## config.mk

```make
export PLATFORM = sky130hd
export DESIGN_NAME = if_fetch_unit
export DESIGN_NICKNAME = d
export VERILOG_FILES = /design/src/rtl/if_pkg.sv /design/src/rtl/if_prefetch_fifo.sv /design/src/rtl/if_fetch_unit.sv
export SDC_FILE = /design/constraint.sdc
export NUM_CORES = 1
export LEC_CHECK = 0
export BUFFER_PORTS_ARGS = -buffer_cell sky130_fd_sc_hd__buf_2
export CORE_UTILIZATION = 63
export DETAILED_ROUTE_END_ITERATION = 7
export GPL_ROUTABILITY_DRIVEN = 1
export HOLD_SLACK_MARGIN = 0.05
export PLACE_DENSITY_LB_ADDON = 0.05
export SYNTH_ARGS = -nofsm -noshare
export SYNTH_HDL_FRONTEND = slang
export SYNTH_SLANG_ARGS = --single-unit
```

## constraint.sdc

```tcl
create_clock -name clk -period 5.4 [get_ports clk]
set_clock_uncertainty 0.15 [all_clocks]
set_input_delay 0 -clock clk [delete_from_list [all_inputs] [get_ports clk]]
set_output_delay 0 -clock clk [all_outputs]
set_load 0.02 [all_outputs]
```

## src/rtl/if_pkg.sv

```systemverilog
// -----------------------------------------------------------------------------
// if_pkg
// Definitions shared by the instruction fetch stage: the NOP word driven to
// decode when no instruction is available, the default reset PC, the fetch
// FSM state type and the prefetch queue entry layout.
// -----------------------------------------------------------------------------
package if_pkg;

  localparam logic [31:0] NOP_INST         = 32'h0000_0000;
  localparam logic [31:0] RESET_PC_DEFAULT = 32'h0000_0000;

  typedef enum logic [1:0] {
    IDLE = 2'd0,  // no request outstanding
    REQ  = 2'd1,  // request outstanding, its data will be kept
    DROP = 2'd2   // request outstanding, its data will be discarded
  } fetch_state_e;

  // One prefetch queue entry, 64 bits wide.
  typedef struct packed {
    logic [31:0] pc;
    logic [31:0] inst;
  } fetch_entry_t;

endpackage

```

## src/rtl/if_prefetch_fifo.sv

```systemverilog
// -----------------------------------------------------------------------------
// if_prefetch_fifo
// DEPTH-entry FIFO holding fetched {pc, inst} pairs in program order.
// Ports:
//   clk, rst        clock, asynchronous active-low reset
//   push_i          write push_data_i at the tail (caller guarantees not full)
//   pop_i           drop the head entry (ignored when empty)
//   flush_i         empty the queue; overrides push and pop
//   push_data_i     entry to write
//   count_o         number of valid entries (0..DEPTH)
//   head_o          oldest entry; meaningful only when count_o != 0
// -----------------------------------------------------------------------------
module if_prefetch_fifo
  import if_pkg::*;
#(
  parameter int DEPTH = 4
) (
  input  logic                   clk,
  input  logic                   rst,
  input  logic                   push_i,
  input  logic                   pop_i,
  input  logic                   flush_i,
  input  fetch_entry_t           push_data_i,
  output logic [$clog2(DEPTH):0] count_o,
  output fetch_entry_t           head_o
);

  localparam int AW = $clog2(DEPTH);

  fetch_entry_t   mem_q [DEPTH];
  logic [AW-1:0]  wr_ptr_q;
  logic [AW-1:0]  rd_ptr_q;
  logic [AW:0]    count_q;
  logic           do_pop;

  assign do_pop = pop_i && (count_q != '0);

  // NOTE: the storage array has no reset; validity is carried entirely by
  // count_q, so resetting the data would only cost flops and routing.
  always_ff @(posedge clk) begin
    if (push_i && !flush_i) begin
      mem_q[wr_ptr_q] <= push_data_i;
    end
  end

  always_ff @(posedge clk or negedge rst) begin
    if (!rst) begin
      wr_ptr_q <= '0;
      rd_ptr_q <= '0;
      count_q  <= '0;
    end else if (flush_i) begin
      wr_ptr_q <= '0;
      rd_ptr_q <= '0;
      count_q  <= '0;
    end else begin
      // Pointers wrap naturally because DEPTH is a power of two.
      if (push_i) wr_ptr_q <= wr_ptr_q + 1'b1;
      if (do_pop) rd_ptr_q <= rd_ptr_q + 1'b1;
      count_q <= count_q + (AW+1)'(push_i) - (AW+1)'(do_pop);
    end
  end

  assign count_o = count_q;
  assign head_o  = mem_q[rd_ptr_q];

endmodule

```

## src/rtl/if_fetch_unit.sv

```systemverilog
// -----------------------------------------------------------------------------
// if_fetch_unit
// Instruction fetch stage: owns the fetch PC, issues single-outstanding
// requests to a variable-latency instruction memory, buffers returned words
// in a prefetch queue and presents them in order to decode. Handles decode
// stalls and redirects, squashing any fetch still in flight.
// Optional feature macro: IF_FIFO_BYPASS_EN -- when defined, a word acked
// while the queue is empty is forwarded combinationally to inst/inst_pc in
// the ack cycle (0-cycle fetch latency); when undefined, the ack edge pushes
// the word and it appears one cycle later.
// Ports:
//   clk, rst                    clock, asynchronous active-low reset
//   imem_req/imem_addr          registered fetch request, held until acked
//   imem_ack/imem_rdata         request completion and returned word
//   redirect_valid/redirect_pc  flush and restart fetch at redirect_pc
//   stall                       decode not accepting this cycle
//   inst_valid/inst/inst_pc     head of queue to IF/ID (NOP / 0 when empty)
// -----------------------------------------------------------------------------
module if_fetch_unit
  import if_pkg::*;
#(
  parameter int          DEPTH    = 4,
  parameter logic [31:0] RESET_PC = RESET_PC_DEFAULT
) (
  input  logic        clk,
  input  logic        rst,
  output logic        imem_req,
  output logic [31:0] imem_addr,
  input  logic        imem_ack,
  input  logic [31:0] imem_rdata,
  input  logic        redirect_valid,
  input  logic [31:0] redirect_pc,
  input  logic        stall,
  output logic        inst_valid,
  output logic [31:0] inst,
  output logic [31:0] inst_pc
);

  localparam int             CW      = $clog2(DEPTH) + 1;
  localparam logic [CW-1:0]  DEPTH_C = CW'(DEPTH);

  fetch_state_e  state_q;
  logic [31:0]   fetch_pc_q;
  logic [31:0]   imem_addr_q;
  logic          imem_req_q;

  logic [CW-1:0] count;
  logic [CW-1:0] count_after;
  fetch_entry_t  head;
  fetch_entry_t  push_entry;
  logic          ack_req;
  logic          bypass_fire;
  logic          push;
  logic          head_pop;
  logic [31:0]   redir_pc;

  assign redir_pc = redirect_pc & 32'hFFFF_FFFC;
  assign ack_req  = (state_q == REQ) && imem_ack;

`ifdef IF_FIFO_BYPASS_EN
  assign bypass_fire = ack_req && !redirect_valid && (count == '0);
`else
  assign bypass_fire = 1'b0;
`endif

  // A forwarded word that decode takes this cycle never enters the queue.
  assign push     = ack_req && !redirect_valid && !(bypass_fire && !stall);
  assign head_pop = (count != '0) && !stall && !redirect_valid;

  // Occupancy after this edge; decides whether the next request may follow
  // back-to-back without risking a push into a full queue.
  assign count_after = count + CW'(push) - CW'(head_pop);

  assign push_entry = '{pc: imem_addr_q, inst: imem_rdata};

  if_prefetch_fifo #(.DEPTH(DEPTH)) u_fifo (
    .clk         (clk),
    .rst         (rst),
    .push_i      (push),
    .pop_i       (head_pop),
    .flush_i     (redirect_valid),
    .push_data_i (push_entry),
    .count_o     (count),
    .head_o      (head)
  );

  // NOTE: every output of this block gets a default first, so no path can
  // leave one unassigned and infer a latch.
  always_comb begin
    inst_valid = 1'b0;
    inst       = NOP_INST;
    inst_pc    = 32'h0;
    if (count != '0) begin
      inst_valid = 1'b1;
      inst       = head.inst;
      inst_pc    = head.pc;
    end
`ifdef IF_FIFO_BYPASS_EN
    else if (bypass_fire) begin
      inst_valid = 1'b1;
      inst       = imem_rdata;
      inst_pc    = imem_addr_q;
    end
`endif
  end

  // NOTE: state registers use non-blocking assignments so every flop samples
  // values from before the edge, independent of statement order.
  always_ff @(posedge clk or negedge rst) begin
    if (!rst) begin
      state_q     <= IDLE;
      fetch_pc_q  <= RESET_PC;
      imem_addr_q <= RESET_PC;
      imem_req_q  <= 1'b0;
    end else begin
      case (state_q)
        IDLE: begin
          if (redirect_valid) begin
            // Queue is flushed on this edge, so credit is guaranteed.
            fetch_pc_q  <= redir_pc;
            imem_addr_q <= redir_pc;
            imem_req_q  <= 1'b1;
            state_q     <= REQ;
          end else if (count < DEPTH_C) begin
            imem_addr_q <= fetch_pc_q;
            imem_req_q  <= 1'b1;
            state_q     <= REQ;
          end
        end
        REQ: begin
          if (redirect_valid) begin
            fetch_pc_q <= redir_pc;
            if (imem_ack) begin
              imem_req_q <= 1'b0;
              state_q    <= IDLE;
            end else begin
              // Request cannot be withdrawn; keep the address stable.
              state_q <= DROP;
            end
          end else if (imem_ack) begin
            fetch_pc_q <= imem_addr_q + 32'd4;
            if (count_after < DEPTH_C) begin
              imem_addr_q <= imem_addr_q + 32'd4;
            end else begin
              imem_req_q <= 1'b0;
              state_q    <= IDLE;
            end
          end
        end
        DROP: begin
          if (redirect_valid) fetch_pc_q <= redir_pc;
          if (imem_ack) begin
            imem_req_q <= 1'b0;
            state_q    <= IDLE;
          end
        end
        default: begin
          imem_req_q <= 1'b0;
          state_q    <= IDLE;
        end
      endcase
    end
  end

  assign imem_req  = imem_req_q;
  assign imem_addr = imem_addr_q;

endmodule

```

After elaboration in Yosys (flattened, before gate mapping):

Memories as Yosys holds them, arrays and structs flattened.
Cells that the tools add are included.
W data, S select, Z words.

* equal/unequal tests: 10
* reductions and logical operators: 19
* $lt $le $gt $ge: 2
* mux-type cells: 35
* $add $sub $neg: 6

Operators with widths (count)
* $mux W32: 10
* $pmux W32 S2: 2
* $add A32 B3 Y32 const B: 1
* $mux W2: 11
* $mux W1: 9
* $ne A3 B3 Y1 const B: 3
* $reduce_bool A2 Y1: 4
* $logic_and A1 B1 Y1: 6
* $lt A3 B3 Y1 const B: 2
* $ne A2 B2 Y1 const B: 3
* $pmux W2 S3: 1
* $reduce_and A3 Y1: 2
* $sub A3 B1 Y3: 2
* $reduce_and A5 Y1: 1
* $add A2 B1 Y2 const B: 2
* $ne A2 B1 Y1 const B: 2
* $reduce_and A4 Y1: 1
* $add A3 B1 Y3: 1
* $mux W3: 1
* $pmux W1 S3: 1
* $reduce_bool A3 Y1: 1
* $eq A2 B1 Y1 const B: 1
* $eq A2 B2 Y1 const B: 1
* $logic_not A1 Y1: 2
* other kinds (2): 2

* bits in registers: 74
* logic and storage cells: 80
* output and inout port bits: 98
* bits of input ports: 69
* bits in writable memories: 256
* memories: 1

Memory list
* u_fifo.mem_q: depth 4, width 64, read ports 1, clocked after Yosys merged registers in 0, write ports 1, RTL line if_prefetch_fifo.sv:30 `fetch_entry_t mem_q [DEPTH];`

Depth between registers and ports, before layout:

Gate-level depths: netlist of the first run.

* depth in word-level cells: 10
* mapped depth: 14
* depth with buffers taken out: 10

Cells and area by module:

From an unflattened synthesis of the first run, not the netlist that was laid out.

* cells, all modules: 970
* area, all modules: 14752.9 um^2

By module, submodules not included
* if_prefetch_fifo: sequential area each 7862.5 um^2, instances 1, area an instance 9721.8 um^2, cells each 376
* if_fetch_unit: sequential area each 1676.6 um^2, instances 1, area an instance 5031.1 um^2, cells each 594

Least setup slack after synthesis of the first run:

OpenSTA, ideal clock, no wires.

* path kind: reg-to-reg
* from: register state_q[0]
* to: register imem_addr_q[3] (netlist: imem_addr[3])
* data arrival time: 3.088 ns
* setup time: 0.125 ns
* cell stages (with the launch flop): 14
* path slack: 2.037 ns
* buffers on the path: 3
* clock period less this slack: 3.363 ns
* cell sequence: dfrtp_1 and2_1 nand2_1 clkbuf_1 clkbuf_1 inv_1 ha_1 ha_1 nor4_1 nand3_1 a21o_1 buf_2 nand2_1 mux2_2

* cells in the longest elaborated chain, start to end: 8
* elaborated cells on any way between the ends: 14
* those cells by class: add/sub: 2; order compare: 1; eq/ne: 5; mux: 1; reduce/logical: 5

RTL lines
* from (decl): RTL line if_fetch_unit.sv:42 `fetch_state_e state_q;`
* from (signal assigned): RTL line if_fetch_unit.sv:111 `state_q <= IDLE;`
* from (signal assigned): RTL line if_fetch_unit.sv:123 `state_q <= REQ;`
* from (signal assigned): RTL line if_fetch_unit.sv:127 `state_q <= REQ;`
* $eq A2 B1 Y1: RTL line if_fetch_unit.sv:58, if_fetch_unit.sv:116
* $logic_and A1 B1 Y1: RTL line if_fetch_unit.sv:58 `assign ack_req = (state_q == REQ) && imem_ack;`
* $logic_and A1 B1 Y1: RTL line if_fetch_unit.sv:67 `assign push = ack_req && !redirect_valid && !(bypass_fire && !stall);`
* $add A3 B1 Y3: RTL line if_fetch_unit.sv:72 `assign count_after = count + CW'(push) - CW'(head_pop);`
* $sub A3 B1 Y3: RTL line if_fetch_unit.sv:72
* $lt A3 B3 Y1: RTL line if_fetch_unit.sv:142 `if (count_after < DEPTH_C) begin`
* $ne A2 B1 Y1 (no source line)
* $reduce_and A5 Y1 (no source line)
* to (signal assigned): RTL line if_fetch_unit.sv:121 `imem_addr_q <= redir_pc;`
* to (signal assigned): RTL line if_fetch_unit.sv:125 `imem_addr_q <= fetch_pc_q;`
* to (signal assigned): RTL line if_fetch_unit.sv:143 `imem_addr_q <= imem_addr_q + 32'd4;`
* to (decl): RTL line if_fetch_unit.sv:44 `logic [31:0] imem_addr_q;`

Several ways; a longest one is shown, not always the timed one.
A chain may end at the register's enable or synchronous reset.

Worst setup path after layout of the first run:

* from: register state_q[0]
* to: register imem_addr_q[30] (netlist: imem_addr[30])

The elaborated chain is that of the path after synthesis.

==> results.py, run 1 <==
metrics = {
    "outcome": {
        "outcome": "complete, no violations",
    },
    "floorplan": {
        "fp.dieH_um": 153.0,
        "fp-row-count": 54,
        "die_area_um2": 23400,
        "start_util": 0.6500,
        "io_pins": 167,
        "core_um2": 22090,
        "dieWidth_um": 153.0,
    },
    "pwr": {
        "cell_internal_pwr_w": 0.005691,
        "p_sw_w": 0.002974,
        "p_leak_nw": 6.307,
        "power.share.clock": 0.259,
        "p_sw_frac": 0.3432,
        "cellPowerDensity_nw_per_um2": 502.4,
        "sequentialPowerShare": 0.431,
        "p_comb_frac": 0.310,
        "ir_drop_uv": 484.5,
    },
    "logic_synthesis": {
        "synthArstFlopShare": 0.2242,
        "synth.net_count": 1018,
        "synth.avg_cell_area_um2": 15.28,
        "syn_area_um2": 14360,
        "synth_edf_count": 256,
        "ys_warn_count": 0,
        "seq_area_frac_synth": 0.6642,
        "ys_ff_latch": 330,
        "synth_cell_types": 55,
        "synthCells": 940,
        "synth_flop_cell": "edfxtp_1",
    },
    "worst_setup_path": {
        "reg2regPathDepth": 12,
        "crit_arrival_ns": 4.07,
        "cp-endpoint": "imem_addr[30]",
        "reg2reg_setup_slack_ns": 1.56,
        "crit_required_ns": 5.63,
        "setup.worst_path.class": "register to register",
        "worstSetupEndpointType": "register",
        "worstSetupStartpointType": "register",
        "path_max_fanout": 27,
        "setup.worst_path.start": "state_q[0]",
        "r2r-end": "imem_addr[30]",
        "timing.rr.start": "state_q[0]",
    },
    "sta": {
        "fmax_ghz": 0.2606,
        "maxSlewHeadroom": 0.3016,
        "tns_ns": 0,
        "hold_viol": 0,
        "rsz0062_at_grt": "no",
        "worstMarginPinSlew_ns": 1.048,
        "fin_crit_ns": 3.838,
        "hold_slack_ns": 0.1028,
        "fin_crit_sh": 0.7107,
        "setup_violations": 0,
        "drv_slew": 0,
    },
    "clocking": {
        "cts_root_buffer": "clkbuf_16",
        "cts_sinks": 330,
        "clkTransAtPathRegs_ns": 0.06,
        "cts_tree": "done",
        "clk_path_buf_depth": 3,
        "postCtsSetupRepairBufs": 0,
        "clk_latency_ns": 0.51,
        "cts_made_buffers": 34,
        "cts-htree-levels": 2,
    },
    "grt": {
        "antenna_found_initial": 0,
        "grt_max_degree": 83,
        "grt_overflow": 0,
        "grt_pass1_wl_um": 49870,
        "grt_pass1_vias": 9284,
        "grt_use_total": 0.2771,
    },
    "route": {
        "postRouteAntennaNets": 0,
        "drtIter0Drc": 781,
        "post_drt_via_cell_ratio": 6.101,
        "wire_per_inst_um": 21.29,
        "vias": 8975,
        "routed_wl_um": 31320,
        "firstDrtPassIters": 5,
        "route.detailed.drc": 0,
    },
    "cells_and_area": {
        "final_cell_mix": "edfxtp_1, buf_2, dlygate4sd3_1, dfrtp_1, and2_1",
        "layout.nets": 1246,
        "mostFrequentLayoutCell": "edfxtp_1",
        "areaGrowthSynthToFinish_pct": 20.08,
        "fillers": 1307,
        "drive_above_1_share": 0.2611,
        "num_antenna_cells": 0,
    },
    "hold_path": {
        "hp-class": "input port to register",
    },
    "place": {
        "place_hpwl_um": 17480,
        "io_buffers": 164,
        "place.gp.congestion": 0.8081,
    },
    "flow_run": {
        "maxCapViolCount": 0,
    },
}
## layer usage
metal,up-vias,part of all wire,GRT usage
met2,298,0.50,0.4655
met3,40,0.060,0.04565
met1,4536,0.42,0.3766
met5,-,0,0
met4,0,0.017,0.08562
li1,4101,-,-
## worst max-delay path, cell delays in order, from the launching register on
cell and delay [ns]:
dfrtp_1 0.52, and2_1 0.29, nand2_1 0.09, buf_4 0.25, inv_1 0.08, ha_1 0.18, ha_1 0.28, nor4_1 0.39
a21o_1 0.25, a21o_1 0.13, buf_4 0.31, nand2_1 0.38, o221a_2 0.40
## cell usage after synthesis (6+ instances only)
cell / number / area, µm²
a211oi_1: 16 / 120.1
a21oi_1: 24 / 120.1
a22oi_1: 8 / 60.06
a2bb2oi_1: 10 / 87.58
a31oi_1: 13 / 81.33
a32oi_1: 17 / 148.9
and2_1: 68 / 425.4
and3_1: 6 / 37.54
buf_1: 7 / 26.28
buf_2: 17 / 85.08
clkbuf_1: 38 / 142.6
dfrtp_1: 74 / 1852
edfxtp_1: 256 / 7687
ha_1: 9 / 112.6
inv_1: 14 / 52.55
mux2_2: 6 / 67.56
mux2i_1: 16 / 160.2
mux4_2: 64 / 1441
nand2_1: 44 / 165.2
nand3_1: 18 / 90.09
nand4_1: 7 / 43.79
nor2_1: 37 / 138.9
nor2b_1: 18 / 112.6
nor3_1: 13 / 65.06
nor4_1: 6 / 37.54
o21ai_0: 38 / 190.2
o22a_1: 14 / 122.6
o22ai_1: 8 / 50.05
xnor2_1: 20 / 175.2
xor2_1: 12 / 105.1
## area by class of cell
class	count	area [µm²]	share of cell area
multi-input combinational	533	4539	0.2632
sequential	330	9547	0.5536
timing repair buffer	255	1699	0.09853
clock inverter	16	151.4	0.008779
inverter	14	52.55	0.003047
tap	280	350.3	0.02031
clock buffer	43	905.9	0.05253
## metrics by stage
| stage | setup slack, ns | instances | area, µm² | total power (W) | util |
|---|---|---|---|---|---|
| 2_1_floorplan | 2.037 | 940 | 14360 | 0.005515 | - |
| 6_report | 1.562 | 1471 | 17250 | 0.008665 | 0.7806 |
| 5_1_grt | 1.261 | 1471 | 17250 | 0.009080 | 0.7806 |
| 3_5_place_dp | 1.592 | 1334 | 15410 | 0.006369 | 0.6974 |
| 4_1_cts | 1.568 | 1471 | 17250 | 0.008687 | 0.7806 |
| 3_3_place_gp | 1.642 | 1334 | 15410 | 0.006313 | 0.6974 |
## state kept, by name, indices dropped and copies added (netlist names)
signal / flops
fetch_pc_q: 32
imem_addr: 32
imem_req: 1
state_q: 2
u_fifo.count_o: 3
u_fifo.mem_q: 256
u_fifo.rd_ptr_q: 2
u_fifo.wr_ptr_q: 2
## how the worst min path moves through the flow
stage / start / to / slack, ns / cells after the start
2_1_floorplan: rst / fetch_pc_q[0] / -0.45 / 0
3_3_place_gp: imem_rdata[3] / u_fifo.mem_q[2][3] / 0.07 / 1
3_5_place_dp: imem_rdata[11] / u_fifo.mem_q[2][11] / 0.07 / 1
4_1_cts: imem_rdata[25] / u_fifo.mem_q[1][25] / 0.08 / 2
5_1_grt: imem_rdata[16] / u_fifo.mem_q[3][16] / 0.1 / 2
6_report: imem_rdata[21] / u_fifo.mem_q[0][21] / 0.10 / 2
## power by group through the flow
stage	combinational, W	clock, W	sequential, W
after floorplan	0.00184	0	0.00367
after global placement	0.00255	0	0.00376
after detailed placement	0.00259	0	0.00378
after CTS	0.00268	0.00228	0.00373
after global routing	0.00291	0.00236	0.00380
final	0.00269	0.00224	0.00373
## cells by family after synthesis
kind of cell,share of synthesized area
XOR/XNOR,0.01952
adder cells (fa/ha/maj),0.007841
AO/OA/AOI/OAI,0.08015
AND/OR/NAND/NOR,0.09017
multiplexers,0.1162
buffers and inverters,0.02187
flip-flops,0.6642
## repair_timing
item	in CTS	in global routing
hold buffers	78	0
hold endpoints to repair	271	0
resized for setup	0	0
No activity file was read; power rests on OpenSTA's default activity.
==> inputs of run 2 (changes only) <==
- CORE_UTILIZATION: 63 -> 58
- clock period: 5.4 -> 3.6 ns (I/O delays scaled with it)
==> results.py, run 2 (synthesis results as in run 1) <==
metrics = {
    "outcome": {
        "outcome": "complete, no violations",
    },
    "route": {
        "routed_wl_um": 33280,
        "post_drt_via_cell_ratio": 5.900,
        "route.detailed.drc": 0,
        "postRouteAntennaNets": 0,
        "wire_per_inst_um": 21.61,
        "vias": 9086,
        "firstDrtPassIters": 5,
        "drtIter0Drc": 642,
    },
    "grt": {
        "grt_overflow": 0,
        "grt_max_degree": 83,
        "grt_pass1_wl_um": 51830,
        "grt_pass1_vias": 9215,
        "grt_use_total": 0.2683,
        "antenna_found_initial": 0,
    },
    "worst_setup_path": {
        "reg2regPathDepth": 10,
        "slowest_delay_ns": 0.79,
        "worstSetupEndpointType": "register",
        "path_max_fanout": 19,
        "crit_required_ns": 3.79,
        "crit_slowest_cell": "nor2_2",
        "r2r-end": "imem_addr[15]",
        "crit_chain": "and2_1, nand2_1, inv_1, ha_1, ha_1, nor4_1, a21o_1, a21oi_2, nor2_2, o21ai_0",
        "critPathBufInv": 1,
        "timing.rr.start": "state_q[0]",
        "setup.worst_path.class": "register to register",
        "reg2reg_setup_slack_ns": 0.30,
        "cp_common_cell": "ha_1",
        "worstSetupStartpointType": "register",
        "crit_arrival_ns": 3.49,
        "crit_family": "simple AND/OR/NAND/NOR gates",
    },
    "place": {
        "place_hpwl_um": 19530,
        "place.gp.congestion": 0.8150,
        "io_buffers": 164,
        "pre_cts_slack_ns": 0.4340,
    },
    "floorplan": {
        "start_util": 0.5905,
        "die_area_um2": 25390,
        "fp-row-count": 57,
        "fp.dieH_um": 159.4,
        "dieWidth_um": 159.4,
        "io_pins": 167,
        "core_um2": 24320,
    },
    "hold_path": {
        "hold_end": "u_fifo.mem_q[3][10]",
        "whs_path_depth": 2,
        "hp-class": "input port to register",
        "hp-start": "imem_rdata[10]",
    },
    "clocking": {
        "cts_resized": 0,
        "clkTransAtPathRegs_ns": 0.06,
        "cts_hold_buf": 83,
        "cts_sinks": 330,
        "cts_root_buffer": "clkbuf_16",
        "clk_path_buf_depth": 3,
        "cts_tree": "done",
        "cts_made_buffers": 35,
        "postCtsSetupRepairBufs": 0,
        "clk_latency_ns": 0.52,
        "cts-htree-levels": 2,
    },
    "sta": {
        "worstMarginPinSlew_ns": 1.180,
        "rsz0062_at_grt": "no",
        "drv_slew": 0,
        "tns_ns": 0,
        "fin_crit_sh": 0.9166,
        "setup_slack_ns": 0.3001,
        "hold_slack_ns": 0.08991,
        "fmax_ghz": 0.3030,
        "fin_crit_ns": 3.300,
        "hold_viol": 0,
        "setup_violations": 0,
        "maxSlewHeadroom": 0.2134,
    },
    "cells_and_area": {
        "seq_area_um2": 9547,
        "fillers": 1630,
        "layout.nets": 1268,
        "final_cell_mix": "edfxtp_1, buf_2, dlygate4sd3_1, dfrtp_1, and2_1",
        "final_core_util": 0.7245,
        "num_antenna_cells": 0,
        "drive_above_1_share": 0.2730,
        "multi_input_area_um2": 4539,
        "largest_reg_flops": 256,
        "max_flop_register": "u_fifo.mem_q",
        "areaGrowthSynthToFinish_pct": 22.70,
        "mostFrequentLayoutCell": "edfxtp_1",
    },
    "flow_run": {
        "maxCapViolCount": 0,
    },
    "pwr": {
        "cellPowerDensity_nw_per_um2": 755.6,
        "ir_drop_uv": 520.5,
        "p_leak_nw": 6.462,
    },
}
[run 2: changes by cell type in the layout (fill, tap and decap cells not counted), moves of 2 or more]
| cell | before | now |
|---|---|---|
| buf_12 | 0 | 6 |
| buf_4 | 13 | 24 |
| clkbuf_8 | 0 | 2 |
| clkinv_2 | 6 | 4 |
| dlygate4sd3_1 | 78 | 82 |
[run 2: metrics by stage]
step / std cells / cell area (µm²) / total power, W
after floorplan: 940 / 14360 / 0.008273
after global placement: 1394 / 15650 / 0.009615
after detailed placement: 1394 / 15650 / 0.009685
after CTS: 1540 / 17620 / 0.01337
after global routing: 1540 / 17620 / 0.01398
final: 1540 / 17620 / 0.01331
[run 2: worst reg2reg max path, delay by kind of cell (launching register included)]
family	cells	cell delay, ns
compound gates	3	0.57
fa+ha+maj	2	0.46
buf+inv	1	0.05
flops	1	0.38
simple gates	4	1.51
[run 2: area by class of cell]
type	count	area share
Sequential cell	330	0.5418
Multi-Input combinational cell	533	0.2576
Timing Repair Buffer	276	0.1102
Clock buffer	47	0.05461
Tap cell	324	0.02301
Clock inverter	16	0.009799
Inverter	14	0.002982
[run 2: how the worst max path moves through the flow]
stage                from       endpoint  slack (ns)  depth (start not counted)
3_3_place_gp   state_q[0]  imem_addr[15]        0.44                         10
5_1_grt        state_q[1]  imem_addr[15]        0.06                         10
4_1_cts        state_q[0]  imem_addr[15]        0.40                         10
3_5_place_dp   state_q[0]  imem_addr[15]        0.43                         10
2_1_floorplan  state_q[0]   imem_addr[3]        0.24                         13
6_report       state_q[0]  imem_addr[15]        0.30                         10
[run 2: power breakdown]
| part | switching, W | leakage (nW) | internal (W) |
|---|---|---|---|
| sequential | 0.000704 | 3.20 | 0.00482 |
| clock | 0.00143 | 0.552 | 0.00211 |
| combinational | 0.00244 | 2.71 | 0.00181 |
[run 2: layer usage]
metal	track usage	up-vias	wire [µm]
met5	0	-	0
met1	0.3782	4547	14240
met2	0.4356	333	16150
met3	0.04480	54	2025
met4	0.07911	0	868
li1	-	4152	-
